`src/rtl/i2d_muldiv_pkg.sv`:
```
// Shared definitions for the i2d iterative multiply/divide unit: opcodes,
// datapath widths and result selection.
package i2d_muldiv_pkg;

  localparam int DATA_W = 32;
  localparam int ACC_W  = 2 * DATA_W + 1;

  localparam logic [1:0] I2D_MD_MUL   = 2'b00;
  localparam logic [1:0] I2D_MD_MULHU = 2'b01;
  localparam logic [1:0] I2D_MD_DIVU  = 2'b10;
  localparam logic [1:0] I2D_MD_REMU  = 2'b11;

  function automatic logic is_div(input logic [1:0] op);
    return (op == I2D_MD_DIVU) || (op == I2D_MD_REMU);
  endfunction

  // The accumulator holds {P} for multiply and {R,Q} for divide, so the
  // answer is always either its low or its upper 32 bits.
  function automatic logic [DATA_W-1:0] md_select(input logic [1:0] op,
                                                  input logic [ACC_W-1:0] acc);
    logic [DATA_W-1:0] sel;
    case (op)
      I2D_MD_MUL:   sel = acc[DATA_W-1:0];
      I2D_MD_MULHU: sel = acc[2*DATA_W-1:DATA_W];
      I2D_MD_DIVU:  sel = acc[DATA_W-1:0];
      I2D_MD_REMU:  sel = acc[2*DATA_W-1:DATA_W];
      default:      sel = acc[DATA_W-1:0];
    endcase
    return sel;
  endfunction

endpackage

```
`src/rtl/i2d_muldiv.sv`:
```
// Iterative 32-bit unsigned multiply / restoring divide, one bit per cycle,
// with a single shared 33-bit adder/subtractor and start/busy/done handshake.
module i2d_muldiv
  import i2d_muldiv_pkg::*;
(
  input  logic              clk,
  input  logic              rst,
  input  logic [DATA_W-1:0] a,
  input  logic [DATA_W-1:0] b,
  input  logic [1:0]        op,
  input  logic              start,
  input  logic              flush,
  output logic              busy,
  output logic              done,
  output logic [DATA_W-1:0] result
);

  typedef enum logic [1:0] {
    IDLE = 2'b00,
    RUN  = 2'b01,
    DONE = 2'b10
  } state_e;

  state_e            state, state_next;
  logic [4:0]        count;
  logic [ACC_W-1:0]  acc, acc_next;
  logic [DATA_W-1:0] a_q, b_q;
  logic [1:0]        op_q;
  logic              accept, div_zero, last_iter;
  logic              sub;
  logic [DATA_W:0]   add_x, add_y;
  logic [DATA_W+1:0] sum;

  assign accept    = start && !flush && (state != RUN);
  assign div_zero  = is_div(op) && (b == '0);
  assign last_iter = (state == RUN) && (count == 5'd31);

  always_comb begin
    state_next = state;
    if (flush) begin
      state_next = IDLE;
    end else begin
      case (state)
        IDLE:    if (start) state_next = div_zero ? DONE : RUN;
        RUN:     if (count == 5'd31) state_next = DONE;
        DONE:    if (start) state_next = div_zero ? DONE : RUN;
                 else state_next = IDLE;
        default: state_next = IDLE;
      endcase
    end
  end

  // Shared adder: multiply adds A to the product's upper half; divide
  // subtracts B from the shifted remainder, carry-out meaning no borrow.
  always_comb begin
    sub   = is_div(op_q);
    add_x = sub ? acc[2*DATA_W-1:DATA_W-1] : acc[ACC_W-1:DATA_W];
    add_y = sub ? ~{1'b0, b_q} : {1'b0, a_q};
    sum   = {1'b0, add_x} + {1'b0, add_y} + {{(DATA_W+1){1'b0}}, sub};
    if (sub) begin
      acc_next = {sum[DATA_W+1] ? sum[DATA_W:0] : acc[2*DATA_W-1:DATA_W-1],
                  acc[DATA_W-2:0], sum[DATA_W+1]};
    end else begin
      acc_next = {1'b0, acc[0] ? sum[DATA_W:0] : acc[ACC_W-1:DATA_W],
                  acc[DATA_W-1:1]};
    end
  end

  // Operand latch and iteration register: data only, no reset needed.
  always_ff @(posedge clk) begin
    if (accept) begin
      a_q  <= a;
      b_q  <= b;
      op_q <= op;
      acc  <= is_div(op) ? {{(DATA_W+1){1'b0}}, a} : {{(DATA_W+1){1'b0}}, b};
    end else if (state == RUN) begin
      acc <= acc_next;
    end
  end

  always_ff @(posedge clk or posedge rst) begin
    if (rst) begin
      state  <= IDLE;
      count  <= '0;
      result <= '0;
    end else begin
      state <= state_next;
      if (accept) begin
        count <= '0;
      end else if (state == RUN) begin
        count <= count + 5'd1;
      end
      if (accept && div_zero) begin
        result <= (op == I2D_MD_REMU) ? a : '1;
      end else if (last_iter && !flush) begin
        result <= md_select(op_q, acc_next);
      end
    end
  end

  assign busy = (state == RUN);
  assign done = (state == DONE);

endmodule

```
`config.mk`:
```
export PLATFORM = sky130hd
export DESIGN_NAME = i2d_muldiv
export DESIGN_NICKNAME = d
export VERILOG_FILES = /design/src/rtl/i2d_muldiv_pkg.sv /design/src/rtl/i2d_muldiv.sv
export SDC_FILE = /design/constraint.sdc
export NUM_CORES = 1
export LEC_CHECK = 0
export ABC_AREA = 1
export BUFFER_PORTS_ARGS = -buffer_cell sky130_fd_sc_hd__buf_2
export CAP_MARGIN = 20
export CORE_UTILIZATION = 45
export DETAILED_ROUTE_END_ITERATION = 10
export PLACE_DENSITY = 0.7
export SYNTH_ARGS = -nofsm -noshare
export SYNTH_HDL_FRONTEND = slang
export SYNTH_SLANG_ARGS = --single-unit
```
`constraint.sdc`:
```
create_clock -name clk -period 4.6 [get_ports clk]
set_input_delay 0.92 -clock clk [delete_from_list [all_inputs] [get_ports clk]]
set_output_delay 0.92 -clock clk [all_outputs]
set_load 0.05 [all_outputs]
```
==> flow_summary_export.csv, run 1 <==
group,metric,value,unit
worst_setup_path,worstSetupStartpointType,"flip-flop",
job,drv_cap,0,
die,core_area,26210,sq um
synthesis,synth_edf_count,131,
clocking,cts_tree,"yes",
worst_setup_path,crit_chain,"buf_12, o21ai_0, ha_1, nand2_1, nand2_1, inv_1, fa_1, inv_1, nand3_1, nand2_1, nand2_1, nand2_1, nand2_1, nand2_1, nand2_1, nand3_1, nand3_1, nand2_1, a21oi_1",
pwr,vdd_ir_drop_max,0.0002716,V
die,die_x,165.8,microns
worst_hold_path,hp-class,"flip-flop to flip-flop",
die,ios,104,
place,hpwlAfterDp,29180,microns
clocking,htree_levels,4,
final_layout,fin_nets,1919,
place,io_buffer_count,103,
sta,fin_crit,3.882,ns
sta,fin_skew,0.01109,ns
drt,via_per_inst,5.531,
synthesis,netlist_area,12080,sq um
final_layout,fillers,2540,
worst_setup_path,path_common_cell,"nand2_1",
worst_hold_path,holdPathEnd,"count[0]$_DFFE_PP0P_",
drt,totalWireLength,39010,microns
grt,grt-ovfl-total,0,
sta,tns,0,ns
clocking,post_cts_resized,0,
drt,wl_per_cell,18.04,microns
grt,first_global_vias,11100,
worst_setup_path,reg2reg_from,"op_q[1]$_DFFE_PP_",
drt,dr_total_vias,11960,
pwr,powerDensity,395.5,nW/um^2
sta,slew_headroom,22.59,%
clocking,cts.clk_slew.worst_paths,0.08,ns
synthesis,synthCells,1750,
synthesis,synth_seq_area_share,40.65,%
worst_setup_path,max_stage_delay,0.42,ns
place,gp_congestion,0.9670,
outcome,status,"finished clean",
final_layout,antennaDiodeCount,0,
synthesis,synth-seq-cells,170,
clocking,clk_latency,0.44,ns
die,dieHeight,165.8,microns
sta,finalMaxSlewViolations,0,
worst_setup_path,worst_setup_path_end_kind,"flip-flop",
final_layout,drive_gt1_share,9.195,%
sta,setup_viol,0,
synthesis,yosys_warnings,0,
clocking,postCtsSetupBuffers,0,
sta,rsz0062_at_grt,"no",
sta,hold_slack,0.5175,ns
final_layout,synthToLayoutAreaGrowth,11.69,%
die,fp-row-count,59,
die,start_util,46.09,%
final_layout,final_common_cell,"nand2_1",
worst_hold_path,hp-start,"count[0]$_DFFE_PP0P_",
synthesis,syn_nets,1855,
grt,antenna_found_initial,2,
synthesis,async_flop_share,22.94,%
drt,drc,0,
drt,postRouteAntennaNets,0,
grt,grt.total_usage,28.72,%
sta,finalHoldViolations,0,
clocking,cts_buffers,17,
worst_setup_path,cp_slowest_cell,"edfxtp_1",
worst_setup_path,reg2reg_depth,19,
worst_setup_path,critPathKind,"flip-flop to flip-flop",
synthesis,ys_types,36,
synthesis,ys.flop_type,"edfxtp_1",
worst_setup_path,crit_fanout,138,
drt,drt_iter0_drc,1399,
final_layout,final_cell_mix,"610 x nand2_1, 255 x inv_1, 142 x o21ai_0",
clocking,clock_sinks,170,
worst_setup_path,timing.rr.end,"acc[60]$_SDFFCE_PP0P_",
die,dieArea,27500,sq um
worst_setup_path,r2r_slack,0.72,ns
clocking,holdBufCountCts,0,
worst_setup_path,cp_data_arrival_time,4.03,ns
worst_setup_path,crit_required,4.75,ns
grt,grt_pass1_wl,61440,microns
sta,tightestPinTransition,1.160,ns
clocking,cts_root_buf,"clkbuf_16",
clocking,clockBufferDepth,2,
sta,fmax,0.2576,GHz
pwr,p_leak,0.006622,uW
grt,grt_max_degree,139,
synthesis,avgSynthCellArea,6.902,sq um
drt,drt_pass1_iterations,6,
worst_hold_path,hold_depth,1,
sta,period_share,84.39,%
## cells by family (layout without fill, tap and decap cells)
kind of cell | Yosys count | count (layout) | synth area share, %
and+or+nand+nor | 899 | 899 | 30.74
DFF | 170 | 170 | 40.65
buffers and inverters | 337 | 414 | 10.67
AOI/OAI and AO/OA | 295 | 295 | 13.24
xor gates and xnor gates | 14 | 14 | 1.015
adders and majority gates | 35 | 35 | 3.688
## critical path: cells and delay by family, from the launching register on
| kind | cells | cell delay [ns] |
|---|---|---|
| AND/OR/NAND/NOR | 12 | 1.38 |
| AO/OA/AOI/OAI | 2 | 0.26 |
| buffers and inverters | 3 | 0.61 |
| flip-flops | 1 | 0.42 |
| adder cells (fa/ha/maj) | 2 | 0.76 |
## area by class of cell
class | count | area, sq um | area share, %
Inverter | 258 | 968.4 | 7.179
Sequential cell | 170 | 4910 | 36.40
Multi-Input combinational cell | 1243 | 5894 | 43.70
Clock buffer | 18 | 429.2 | 3.182
Clock inverter | 14 | 170.2 | 1.261
Timing Repair Buffer | 124 | 698.2 | 5.176
Tap cell | 335 | 419.2 | 3.107
## worst max path at each step
stage	to	depth (start not counted)	from	slack, ns
floorplan	a_q[0]$_DFFE_PP_	5	start	0.67
global placement	result[20]$_DFFE_PP0P_	16	op_q[1]$_DFFE_PP_	0.96
detailed placement	acc[60]$_SDFFCE_PP0P_	19	op_q[1]$_DFFE_PP_	0.86
CTS	acc[59]$_SDFFCE_PP0P_	19	op_q[1]$_DFFE_PP_	0.84
global route	result[16]$_DFFE_PP0P_	20	op_q[1]$_DFFE_PP_	0.42
finish	acc[60]$_SDFFCE_PP0P_	19	op_q[1]$_DFFE_PP_	0.72
## layer usage
layer / up-vias / GRT usage, % / wire length, microns
met5: - / 0 / 23
met4: 4 / 7.599 / 704
met3: 48 / 4.766 / 3664
met2: 607 / 42.23 / 16780
met1: 5485 / 43.45 / 17840
li1: 5815 / - / -
## report_power, final
part | switching, uW | leakage [uW] | internal, uW
sequential | 85.6 | 0.00179 | 1880
combinational | 1280 | 0.00453 | 573
clock | 691 | 0.000294 | 826
## flip-flops by register name (all words and copies together), names as in the netlist
register  flops
acc          65
a_q          32
b_q          32
result       32
count         5
op_q          2
state         2
## synthesized netlist by cell type, drive strengths merged, types with 14 or more instances
master / instances / area [sq um]
nand2: 614 / 2317
inv: 257 / 964.7
o21ai: 142 / 710.7
nand3: 139 / 713.2
edfxtp: 131 / 3934
nor2: 94 / 365.3
a21oi: 93 / 465.5
clkbuf: 53 / 198.9
dfrtp: 39 / 975.9
ha: 34 / 425.4
nand4: 29 / 181.4
buf: 26 / 121.4
a31oi: 24 / 150.1
o211ai: 24 / 180.2
xnor2: 14 / 122.6
## metrics by stage
step | utilization, % | setup slack, ns | total power, uW | cells | instance area [sq um]
after floorplan | - | 0.6737 | 3283 | 1750 | 12080
after global routing | 51.47 | 0.4174 | 5650 | 2162 | 13490
after detailed placement | 49.19 | 0.8610 | 3804 | 2130 | 12890
final | 51.47 | 0.7180 | 5335 | 2162 | 13490
after CTS | 51.47 | 0.8376 | 5313 | 2162 | 13490
after global placement | 49.19 | 0.9612 | 3792 | 2130 | 12890
Power figures use the tool's default switching activity.
==> run 2: changes to the inputs <==
--- a/config.mk
+++ b/config.mk
@@ -10,7 +10,7 @@
 export CAP_MARGIN = 20
 export CORE_UTILIZATION = 45
 export DETAILED_ROUTE_END_ITERATION = 10
-export PLACE_DENSITY = 0.7
+export PLACE_DENSITY = 0.72
 export SYNTH_ARGS = -nofsm -noshare
 export SYNTH_HDL_FRONTEND = slang
 export SYNTH_SLANG_ARGS = --single-unit
==> constraint.sdc (replaced) <==
create_clock -name clk -period 3.2 [get_ports clk]
set_input_delay 0.64 -clock clk [delete_from_list [all_inputs] [get_ports clk]]
set_output_delay 0.64 -clock clk [all_outputs]
set_load 0.05 [all_outputs]
==> run 2 against run 1 <==
  * Sequential power grew 44%
  * Routed wire length increased by 6.7%
  * Total power increased by 57%
  * Combinational power is 77% higher
  * Register-to-register slack worse by 0.68 ns
  * Fmax grew 23%
  * Via count increased by 6.1%
  * Hold slack worse by 0.17 ns
  * Clock skew increased by 0.0033 ns
  * Critical path depth is 2 lower
  * Global-route usage about the same
==> flow_summary_export.csv, run 2 (synthesized netlist as in run 1, its figures left out) <==
group,metric,value,unit
die,start_util,46.09,%
clocking,cts_root_buf,"clkbuf_16",
drt,top_layer,"met5",
place,dp_cells,2194,
pwr,p_leak,0.007217,uW
place,hpwlAfterDp,29060,microns
worst_setup_path,timing.rr.end,"result[14]$_DFFE_PP0P_",
sta,fmax,0.3165,GHz
worst_hold_path,hp-class,"primary input to asynchronous set/reset pin",
final_layout,regMostFlops,"acc",
clocking,cts_buffers,17,
grt,grt_pass1_wl,61810,microns
outcome,status,"finished clean",
sta,hold_slack,0.3456,ns
clocking,clock_sinks,170,
pwr,seq_power_share,33.8,%
final_layout,final_common_cell,"nand2_1",
clocking,clk_latency,0.44,ns
sta,setup_viol,0,
worst_setup_path,r2r_slack,0.04,ns
drt,dr_total_vias,12680,
grt,grt_max_degree,70,
pwr,p_clk_share,27.2,%
place,gp_congestion,1.008,
worst_setup_path,cp_data_arrival_time,3.48,ns
worst_setup_path,path_common_cell,"nand2_1",
pwr,powerDensity,567.7,nW/um^2
drt,drt_pass1_iterations,5,
clocking,clockBufferDepth,2,
sta,fin_crit,3.159,ns
place,io_buffer_count,103,
sta,slew_headroom,38.56,%
drt,wl_met1,17730,microns
sta,fin_skew,0.01434,ns
drt,totalWireLength,41630,microns
final_layout,final_cell_mix,"577 x nand2_1, 253 x inv_1, 131 x edfxtp_1",
worst_setup_path,cp_slowest_cell,"edfxtp_1",
grt,grt-ovfl-total,0,
sta,rsz0062_at_grt,"yes",
worst_setup_path,worst_setup_path_end_kind,"flip-flop",
die,dieHeight,165.8,microns
final_layout,layout.cells.non_filler,2244,
sta,finalHoldViolations,0,
final_layout,largest_reg_flops,65,
grt,grt.total_usage,28.72,%
worst_setup_path,crit_family,"simple AND/OR/NAND/NOR gates",
die,dieArea,27500,sq um
worst_setup_path,reg2reg_from,"op_q[1]$_DFFE_PP_",
drt,via_per_inst,5.652,
die,die_x,165.8,microns
final_layout,finish.utilization,56.26,%
drt,met2WireLength,18820,microns
worst_setup_path,crit_required,3.52,ns
drt,postRouteAntennaNets,0,
worst_setup_path,crit_chain,"clkinv_4, buf_12, nand2_1, o21ai_0, ha_1, nand2_1, nor2_2, nand2_2, nor2_4, nand3_2, nand3_4, clkbuf_16, nand2_1, nand3_1, nand3_1, nand2_1, nand2_1",
grt,first_global_vias,11440,
pwr,pwr-share-comb,39.0,%
die,ios,104,
final_layout,drive_gt1_share,17.76,%
clocking,htree_levels,4,
worst_setup_path,cp_num_buf_inv,3,
pwr,p_total,8370,uW
pwr,internal_power,5186,uW
worst_setup_path,critPathKind,"flip-flop to flip-flop",
sta,finalMaxSlewViolations,0,
drt,drt_iter0_drc,1456,
job,drv_cap,0,
pwr,p_switching,3184,uW
final_layout,antennaDiodeCount,0,
drt,drc,0,
drt,dr_wl_met3,4160,microns
worst_setup_path,max_stage_delay,0.44,ns
worst_setup_path,crit_fanout,14,
grt,antenna_found_initial,2,
clocking,cts_tree,"yes",
pwr,swShare,38.04,%
die,fp-row-count,59,
die,core_area,26210,sq um
worst_setup_path,reg2reg_depth,17,
clocking,cts.clk_slew.worst_paths,0.08,ns
worst_setup_path,worstSetupStartpointType,"flip-flop",
pwr,vdd_ir_drop_max,0.0004358,V
drt,wl_per_cell,18.55,microns
final_layout,fin_nets,2001,
sta,tightestPinTransition,0.9217,ns
sta,period_share,98.73,%
final_layout,synthToLayoutAreaGrowth,22.07,%
-- run 2: per-stage QoR --
step | setup WS [ns] | TNS [ns] | cell area [sq um]
CTS | 0.009787 | 0 | 14110
global route | -0.1232 | -2.968 | 14740
finish | 0.04077 | 0 | 14740
global placement | 0.03759 | 0 | 13450
floorplan | 0.01318 | 0 | 12090
detailed placement | -0.008363 | -0.01014 | 13450
-- run 2: routing by layer --
| metal | vias up | track usage, % |
|---|---|---|
| met5 | - | 0 |
| met4 | 4 | 6.623 |
| met3 | 75 | 4.766 |
| met2 | 693 | 45.10 |
| met1 | 5913 | 41.40 |
| li1 | 5999 | - |
-- run 2: how the worst max path moves through the flow --
stage	startpoint	endpoint	cells after the start
after floorplan	op_q[1]$_DFFE_PP_	acc[59]$_SDFFCE_PP0P_	21
after global placement	op_q[1]$_DFFE_PP_	result[30]$_DFFE_PP0P_	22
after detailed placement	op_q[1]$_DFFE_PP_	result[29]$_DFFE_PP0P_	22
after CTS	op_q[1]$_DFFE_PP_	result[29]$_DFFE_PP0P_	22
after global routing	op_q[1]$_DFFE_PP_	result[31]$_DFFE_PP0P_	23
final	op_q[1]$_DFFE_PP_	result[14]$_DFFE_PP0P_	17
-- run 2: area by class of cell --
| class | count | area, sq um |
|---|---|---|
| timing repair buffer | 205 | 1568 |
| clock buffer | 19 | 452.9 |
| inverter | 258 | 973.4 |
| clock inverter | 13 | 178.9 |
| fill | 2367 | 11460 |
| sequential | 170 | 4910 |
| multi-input combinational | 1244 | 6241 |
| tap | 335 | 419.2 |
-- run 2: tightest hold or removal path: stages --
cell   delay [ns]
buf_2        0.09
inv_1        0.04
buf_4        0.47
-- run 2: what timing repair did --
item,4_1_cts,5_1_grt
pin swaps,0,11
hold buffers,0,0
gates cloned,1,9
setup buffers,0,8
setup endpoints to repair,6,65
gates resized for setup,0,117
-- run 2: power groups by stage --
stage               registers [uW]  clock network, uW  logic, uW
global route                  2850               2380       3580
floorplan                     2830                  0       1880
finish                        2830               2280       3270
detailed placement            2870                  0       2850
global placement              2860                  0       2820
CTS                           2820               2290       2880
